### src/rtl/gray_conv_arbiter.sv
// gray_conv_arbiter: NREQ requesters share one bin->gray / gray->bin converter pair behind a round-robin arbiter.
// Define GRAY_ARB_FIXED_PRIO_EN to switch the arbiter to fixed priority, where the lowest index wins.
module gray_conv_arbiter #(
  parameter int BIT  = 8,
  parameter int NREQ = 4,
  parameter int IDW  = 2
) (
  input  logic              i_clk,
  input  logic              i_rstn,
  input  logic [NREQ-1:0]   i_req,
  input  logic [NREQ-1:0]   i_mode,
  input  logic [NREQ*BIT-1:0] i_data,
  output logic [NREQ-1:0]   o_gnt,
  output logic              o_rsp_valid,
  output logic [IDW-1:0]    o_rsp_id,
  output logic              o_rsp_mode,
  output logic [BIT-1:0]    o_rsp_data,
  input  logic              i_rsp_ready,
  output logic              o_busy
);
  typedef enum logic [1:0] {IDLE, CONV, RESP} state_t;
  state_t state_q, state_d;
  logic [NREQ-1:0] gnt_q, gnt_d;
  logic rsp_valid_q, rsp_valid_d;
  logic [IDW-1:0] rsp_id_q, rsp_id_d;
  logic rsp_mode_q, rsp_mode_d;
  logic [BIT-1:0] rsp_data_q, rsp_data_d;
  logic [BIT-1:0] word_q, word_d;
  logic mode_q, mode_d;
  logic [IDW-1:0] id_q, id_d;
  logic [IDW-1:0] win;
  logic hit;
  function automatic logic [BIT-1:0] b2g(input logic [BIT-1:0] b);
    return b ^ (b >> 1);
  endfunction
  function automatic logic [BIT-1:0] g2b(input logic [BIT-1:0] g);
    logic [BIT-1:0] b;
    b[BIT-1] = g[BIT-1];
    for (int k = BIT-2; k >= 0; k--) b[k] = b[k+1] ^ g[k];
    return b;
  endfunction
`ifdef GRAY_ARB_FIXED_PRIO_EN
  always_comb begin
    win = '0;
    hit = |i_req;
    for (int i = NREQ-1; i >= 0; i--) if (i_req[i]) win = IDW'(i);
  end
`else
  logic [IDW-1:0] last_q, last_d;
  logic [IDW-1:0] idx;
  // search upward from the slot after the last winner, wrapping at NREQ
  always_comb begin
    win = '0;
    hit = 1'b0;
    idx = '0;
    for (int i = 1; i <= NREQ; i++) begin
      idx = IDW'((int'(last_q) + i) % NREQ);
      if (!hit && i_req[idx]) begin
        win = idx;
        hit = 1'b1;
      end
    end
  end
  always_comb last_d = (state_q == IDLE && hit) ? win : last_q;
  always_ff @(posedge i_clk or negedge i_rstn)
    if (!i_rstn) last_q <= IDW'(NREQ-1);
    else last_q <= last_d;
`endif
  always_comb begin
    state_d = state_q;
    gnt_d = '0;
    rsp_valid_d = rsp_valid_q;
    rsp_id_d = rsp_id_q;
    rsp_mode_d = rsp_mode_q;
    rsp_data_d = rsp_data_q;
    word_d = word_q;
    mode_d = mode_q;
    id_d = id_q;
    case (state_q)
      IDLE: if (hit) begin
        state_d = CONV;
        gnt_d = NREQ'(1) << win;
        word_d = i_data[int'(win)*BIT +: BIT];
        mode_d = i_mode[win];
        id_d = win;
      end
      CONV: begin
        state_d = RESP;
        rsp_valid_d = 1'b1;
        rsp_data_d = mode_q ? g2b(word_q) : b2g(word_q);
        rsp_id_d = id_q;
        rsp_mode_d = mode_q;
      end
      RESP: if (i_rsp_ready) begin
        state_d = IDLE;
        rsp_valid_d = 1'b0;
      end
      default: state_d = IDLE;
    endcase
  end
  always_ff @(posedge i_clk or negedge i_rstn)
    if (!i_rstn) begin
      state_q <= IDLE;
      gnt_q <= '0;
      rsp_valid_q <= 1'b0;
      rsp_id_q <= '0;
      rsp_mode_q <= 1'b0;
      rsp_data_q <= '0;
      word_q <= '0;
      mode_q <= 1'b0;
      id_q <= '0;
    end else begin
      state_q <= state_d;
      gnt_q <= gnt_d;
      rsp_valid_q <= rsp_valid_d;
      rsp_id_q <= rsp_id_d;
      rsp_mode_q <= rsp_mode_d;
      rsp_data_q <= rsp_data_d;
      word_q <= word_d;
      mode_q <= mode_d;
      id_q <= id_d;
    end
  assign o_gnt = gnt_q;
  assign o_rsp_valid = rsp_valid_q;
  assign o_rsp_id = rsp_id_q;
  assign o_rsp_mode = rsp_mode_q;
  assign o_rsp_data = rsp_data_q;
  assign o_busy = state_q != IDLE;
endmodule

### config.mk
export PLATFORM = sky130hd
export DESIGN_NAME = gray_conv_arbiter
export DESIGN_NICKNAME = d
export VERILOG_FILES = /design/src/rtl/gray_conv_arbiter.sv
export SDC_FILE = /design/constraint.sdc
export NUM_CORES = 1
export LEC_CHECK = 0
export ABC_AREA = 1
export BUFFER_PORTS_ARGS = -buffer_cell sky130_fd_sc_hd__buf_2
export CORE_ASPECT_RATIO = 0.7
export CORE_MARGIN = 5
export CORE_UTILIZATION = 55
export CTS_BUF_LIST = sky130_fd_sc_hd__clkbuf_16
export DETAILED_ROUTE_END_ITERATION = 8
export PLACE_DENSITY_LB_ADDON = 0.05
export SLEW_MARGIN = 20
export SYNTH_ARGS = -nofsm -noshare
export SYNTH_HDL_FRONTEND = slang
export SYNTH_SLANG_ARGS = --single-unit
### constraint.sdc
create_clock -name i_clk -period 2.95 [get_ports i_clk]
set_input_delay 0.885 -clock i_clk [delete_from_list [all_inputs] [get_ports i_clk]]
set_output_delay 0.885 -clock i_clk [all_outputs]
set_load 0.005 [all_outputs]
Yosys cells after proc, flatten, opt, wreduce, memory -nomap -nowiden
Index checks and enable logic that the tools add are counted.

word-level totals
  register bits = 31
  bits of input ports = 43
  output and inout bits = 17
  word-level logic and storage cells = 72

operators by class
  add/sub/neg operators = 4
  order comparisons = 5
  equality and inequality tests = 4
  shift-type cells = 2
  mux-type cells = 26
  bitwise logic cells = 8
  reduce and logical (&&, ||, !) cells = 13

operator list
  operator                                              count
  indexed part select 32 x 6 -> 8 bit                   1
  < comparator 2 x 3 -> 1 bit (second input constant)   5
  two-way mux 2 bit                                     6
  binary-select mux 1 bit (select 2 bit)                5
  two-way mux 1 bit                                     10
  two-way mux 4 bit                                     2
  two-way mux 8 bit                                     1
  bitwise XOR 8 x 7 -> 8 bit                            1
  bitwise XOR 1 bit                                     7
  one-hot mux 2 bit (3 select lines)                    1
  AND reduction 2 bit                                   3
  adder 2 x 1 -> 2 bit (second input constant)          2
  adder 2 bit (second input constant)                   2
  logical AND 1 bit                                     4
  != test 2 bit (second input constant)                 2
  nonzero test 2 bit                                    2
  << shifter 1 x 2 -> 4 bit (first input constant)      1
  zero test 1 bit                                       3
  equality test 2 x 1 -> 1 bit (second input constant)  1
  equality test 2 bit (second input constant)           1
  zero test 2 bit                                       1
  one-hot mux 1 bit (2 select lines)                    1

Depth between registers and ports, before layout
  depth after elaboration = 16
  depth in mapped cells = 16
  mapped depth without buffers = 14

Least setup slack after synthesis
Ideal clock, no wire load.

  path type = input port to flip-flop
  from = in i_req[2]
  to = reg word_q[0]
  setup time = 0.117 ns
  arrival time = 1.877 ns
  data required time = 2.833 ns
  setup slack = 0.955 ns
  stages = 12
  buffers on the path = 2
  cell sequence = nand2_1 -> nand2_1 -> nand2_2 -> nand2_4 -> nor2_8 -> nand3_4 -> buf_6 -> buf_8 -> nand3_2 -> nand3_1 -> nand3_1 -> nand2_1

on the way
  longest elaborated chain between the ends = 13
  elaborated cells on any way between the ends = 24
  classes of those cells = shift: 1; mux: 16; reduce/logical: 7

RTL lines
  what                                                                        line  source
  start, declared                                                             10    input logic [NREQ-1:0] i_req,
  binary-select mux 1 bit (select 2 bit)                                      58    if (!hit && i_req[idx]) begin
  two-way mux 1 bit (implied by the code)                                     58
  two-way mux 1 bit                                                           58
  zero test 1 bit                                                             58
  logical AND 1 bit                                                           58
  two-way mux 1 bit                                                           58
  zero test 1 bit                                                             58
  logical AND 1 bit                                                           58
  two-way mux 1 bit                                                           58
  zero test 1 bit                                                             58
  logical AND 1 bit                                                           58
  two-way mux 2 bit or two-way mux 1 bit (tied branches)                      58
  indexed part select 32 x 6 -> 8 bit or AND reduction 2 bit (tied branches)  n/a
  end signal, assigned                                                        119   word_q <= word_d;
  end, declared                                                               28    logic [BIT-1:0] word_q, word_d;

Parallel ways exist; a longest one is shown, timed or not. The select of a mux whose other input is x is not followed.
A chain may end at the register's enable or synchronous reset.

Worst setup path in the final report
  from = in i_req[2]
  to = reg word_q[1]

The elaborated chain is that of the path after synthesis.

==> flow_summary_export.csv <==
group,metric,value,unit
synthesis,synthArstFlopShare,100.0,%
detailed_routing,first_pass_iters,4,
setup_path,crit_type,"in2reg",
min_path,hold_path.class,"reg2reg",
synthesis,syn_area_per_cell,7.517,um2
synthesis,synth_edf_count,0,
synthesis,synth-simple-area-share,43.23,%
power,ir_drop,0.7509,mV
detailed_routing,wl_per_cell,12.07,um
cells_and_area,area_growth,21.42,%
setup_path,worstSetupEndpoint,"word_q[1]",
setup_path,crit_top_cell,"nand2_1",
setup_path,end_kind,"register",
die,dieHeight,59.68,um
setup_path,cp_slowest_cell,"nand2_1",
cts,cts_tree,"done",
setup_path,r2r_start,"last_q[0]",
timing,fin_skew,0.004863,ns
setup_path,required,3.11,ns
timing,setup_ws,0.7617,ns
synthesis,yosysSeqAreaShare,40.13,%
cts,cts_resized,0,
synthesis,synth_cells,258,
setup_path,path_max_fanout,20,
timing,hold_viol_final,0,
min_path,min_from,"o_rsp_data[0]",
synthesis,ys_types,26,
synthesis,yosys.area_share.xor_xnor,2.258,%
setup_path,r2r_slack,0.78,ns
setup_path,slowest_delay,0.36,ns
power,cellLeakagePower,1.275,nW
setup_path,cp_num_buf_inv,1,
grt,grt_max_degree,32,
detailed_routing,drcViolationCount,0,
synthesis,syn_nets,301,
cts,cts_buffers,5,
timing,fmax,0.4570,GHz
timing,slew_headroom,54.81,%
setup_path,cp.depth,14,
synthesis,synth_compound_area_share,5.355,%
timing,post-route-period-util,74.18,%
setup_path,r2r_end,"word_q[1]",
setup_path,crit_family,"simple AND/OR/NAND/NOR gates",
grt,grt_pass1_vias,1713,
power,total_power,3.419,mW
synthesis,syn_area,1939,um2
timing,setup_viol,0,
die,die_w,80.98,um
timing,rsz0062_at_grt,"no",
die,core_area,3468,um2
cells_and_area,nets,359,
die,io_pins,60,
synthesis,synth-main-ff-cell,"dfrtp_1",
grt,grt_usage,20.41,%
synthesis,synth-adder-area-share,0,%
placement,io_buffer_count,59,
timing,finalSetupTns,0,ns
cts,clk_pin_slew,0.05,ns
placement,hpwl,3287,um
cells_and_area,drive_above_1_share,30.28,%
grt,grt_pass1_wl,7500,um
timing,maxSlewViolCount,0,
power,p_per_area,1452,nW/um2
cts,postCtsSetupBuffers,0,
cts,root_buffer,"clkbuf_16",
timing,holdWs,0.4699,ns
setup_path,crit_start,"i_req[2]",
placement,dp_slack,0.4949,ns
cells_and_area,n_antenna_cell,0,
detailed_routing,routed_wl,4430,um
setup_path,startpoint_type,"input pin",
timing,period_needed,2.188,ns
detailed_routing,vias,1836,
grt,antenna_found_initial,0,
synthesis,ys_ff_latch,31,
placement,gp_congestion,0.8284,
die,die_area,4833,um2
grt,overflow,0,
timing,tightest_slew,0.6754,ns
run,drv_cap,0,
die,rows,18,
detailed_routing,ant_nets,0,
outcome,status,"completed",
cts,clock-sinks,31,
setup_path,worstPathArrival,2.35,ns
setup_path,path_cells,"buf_2 -> nand2_1 -> nand2_1 -> nand2_1 -> nand2_2 -> nand2_1 -> nand2_1 -> nand2_1 -> nand2_2 -> nand2_1 -> nand2_1 -> nand3_1 -> nand3_1 -> nand2_1",
die,start_util,55.92,%
detailed_routing,viasPerCell,5.003,
cts,clk_path_buf_depth,2,
synthesis,yosysWarnings,0,
synthesis,synth_top_family_by_area,"simple AND/OR/NAND/NOR gates",
cts,postCtsHoldBufs,0,
synthesis,synthMuxAreaShare,0,%
setup_path,r2r_cells,12,
detailed_routing,drtIter0Drc,88,
cts,clock_latency,0.28,ns
cts,h-tree-depth,2,
-- cell usage in the layout (no fill, tap or decap), drive strengths merged --
master	count
nand2	96
o21ai	15
dfrtp	29
clkinvlp	1
nand3	61
or2	1
inv	20
clkbuf	5
a31oi	3
xnor2	1
a21oi	2
xor2	4
buf	61
dfstp	2
nor2	14
clkinv	2
-- logic make-up (layout without fill, tap and decap cells) --
| kind of cell | after synthesis | after routing |
|---|---|---|
| buffers and inverters | 30 | 89 |
| flip-flops | 31 | 31 |
| AND/OR/NAND/NOR | 172 | 172 |
| AO/OA/AOI/OAI | 20 | 20 |
| XOR/XNOR | 5 | 5 |
-- sequential cells by signal, indices dropped and copies added, names as in the netlist --
signal / flops
id_q: 2
last_q: 2
mode_q: 1
o_gnt: 4
o_rsp_data: 8
o_rsp_id: 2
o_rsp_mode: 1
o_rsp_valid: 1
state_q: 2
word_q: 8
-- worst register-to-register path, delay by kind of cell, from the launching register on --
family	cells	cell delay [ns]
flops	1	0.62
simple gates	10	1.32
buf+inv	2	0.15
-- how the worst min path moves through the flow --
| stage | cells past startpoint | endpoint |
|---|---|---|
| 2_1_floorplan | 2 | word_q[0] |
| 3_3_place_gp | 2 | o_rsp_data[2] |
| 3_5_place_dp | 2 | o_rsp_data[2] |
| 4_1_cts | 2 | o_rsp_data[2] |
| 5_1_grt | 2 | o_rsp_data[2] |
| 6_report | 2 | o_rsp_data[0] |
-- cell type report --
type / count / area (um2)
sequential: 31 / 778.2
tap: 50 / 62.56
multi-input combinational: 197 / 985.9
clock buffer: 5 / 125.1
timing repair buffer: 61 / 310.3
fill: 341 / 1114
clock inverter: 3 / 15.01
inverter: 20 / 77.57
-- per-stage QoR --
stage / cell area [um2] / utilization [%] / cells
floorplan: 1939 / - / 258
global placement: 2215 / 63.85 / 359
detailed placement: 2215 / 63.85 / 359
CTS: 2355 / 67.89 / 367
global route: 2355 / 67.89 / 367
finish: 2355 / 67.89 / 367
-- metal layers --
layer / up-vias / GRT usage (%) / wire (um)
li1: 954 / - / -
met1: 811 / 27.80 / 2171
met2: 63 / 30.99 / 1859
met3: 8 / 7.681 / 338
met4: 0 / 4.819 / 61
met5: - / 0 / 0
-- Yosys cell counts, types with 2 or more instances --
library cell	count	area [um2]
xor2_1	4	35.03
nand2_4	2	22.52
nor2_1	12	45.04
nand2_1	87	326.6
buf_2	2	10.01
nand3_2	9	90.09
a31oi_1	3	18.77
dfrtp_1	29	725.7
buf_6	3	33.78
inv_1	15	56.30
nand2_2	7	43.79
o21ai_0	15	75.07
dfstp_2	2	52.55
inv_2	4	15.01
buf_4	2	15.01
nand3_1	51	255.2
a21oi_1	2	10.01
-- power by group --
| part | internal (mW) | leakage (nW) | total [mW] | switching, mW |
|---|---|---|---|---|
| clock | 0.305 | 0.0649 | 0.477 | 0.172 |
| sequential | 0.648 | 0.379 | 0.798 | 0.149 |
| combinational | 0.737 | 0.831 | 2.14 | 1.41 |
No activity file was read; power rests on OpenSTA's default activity.
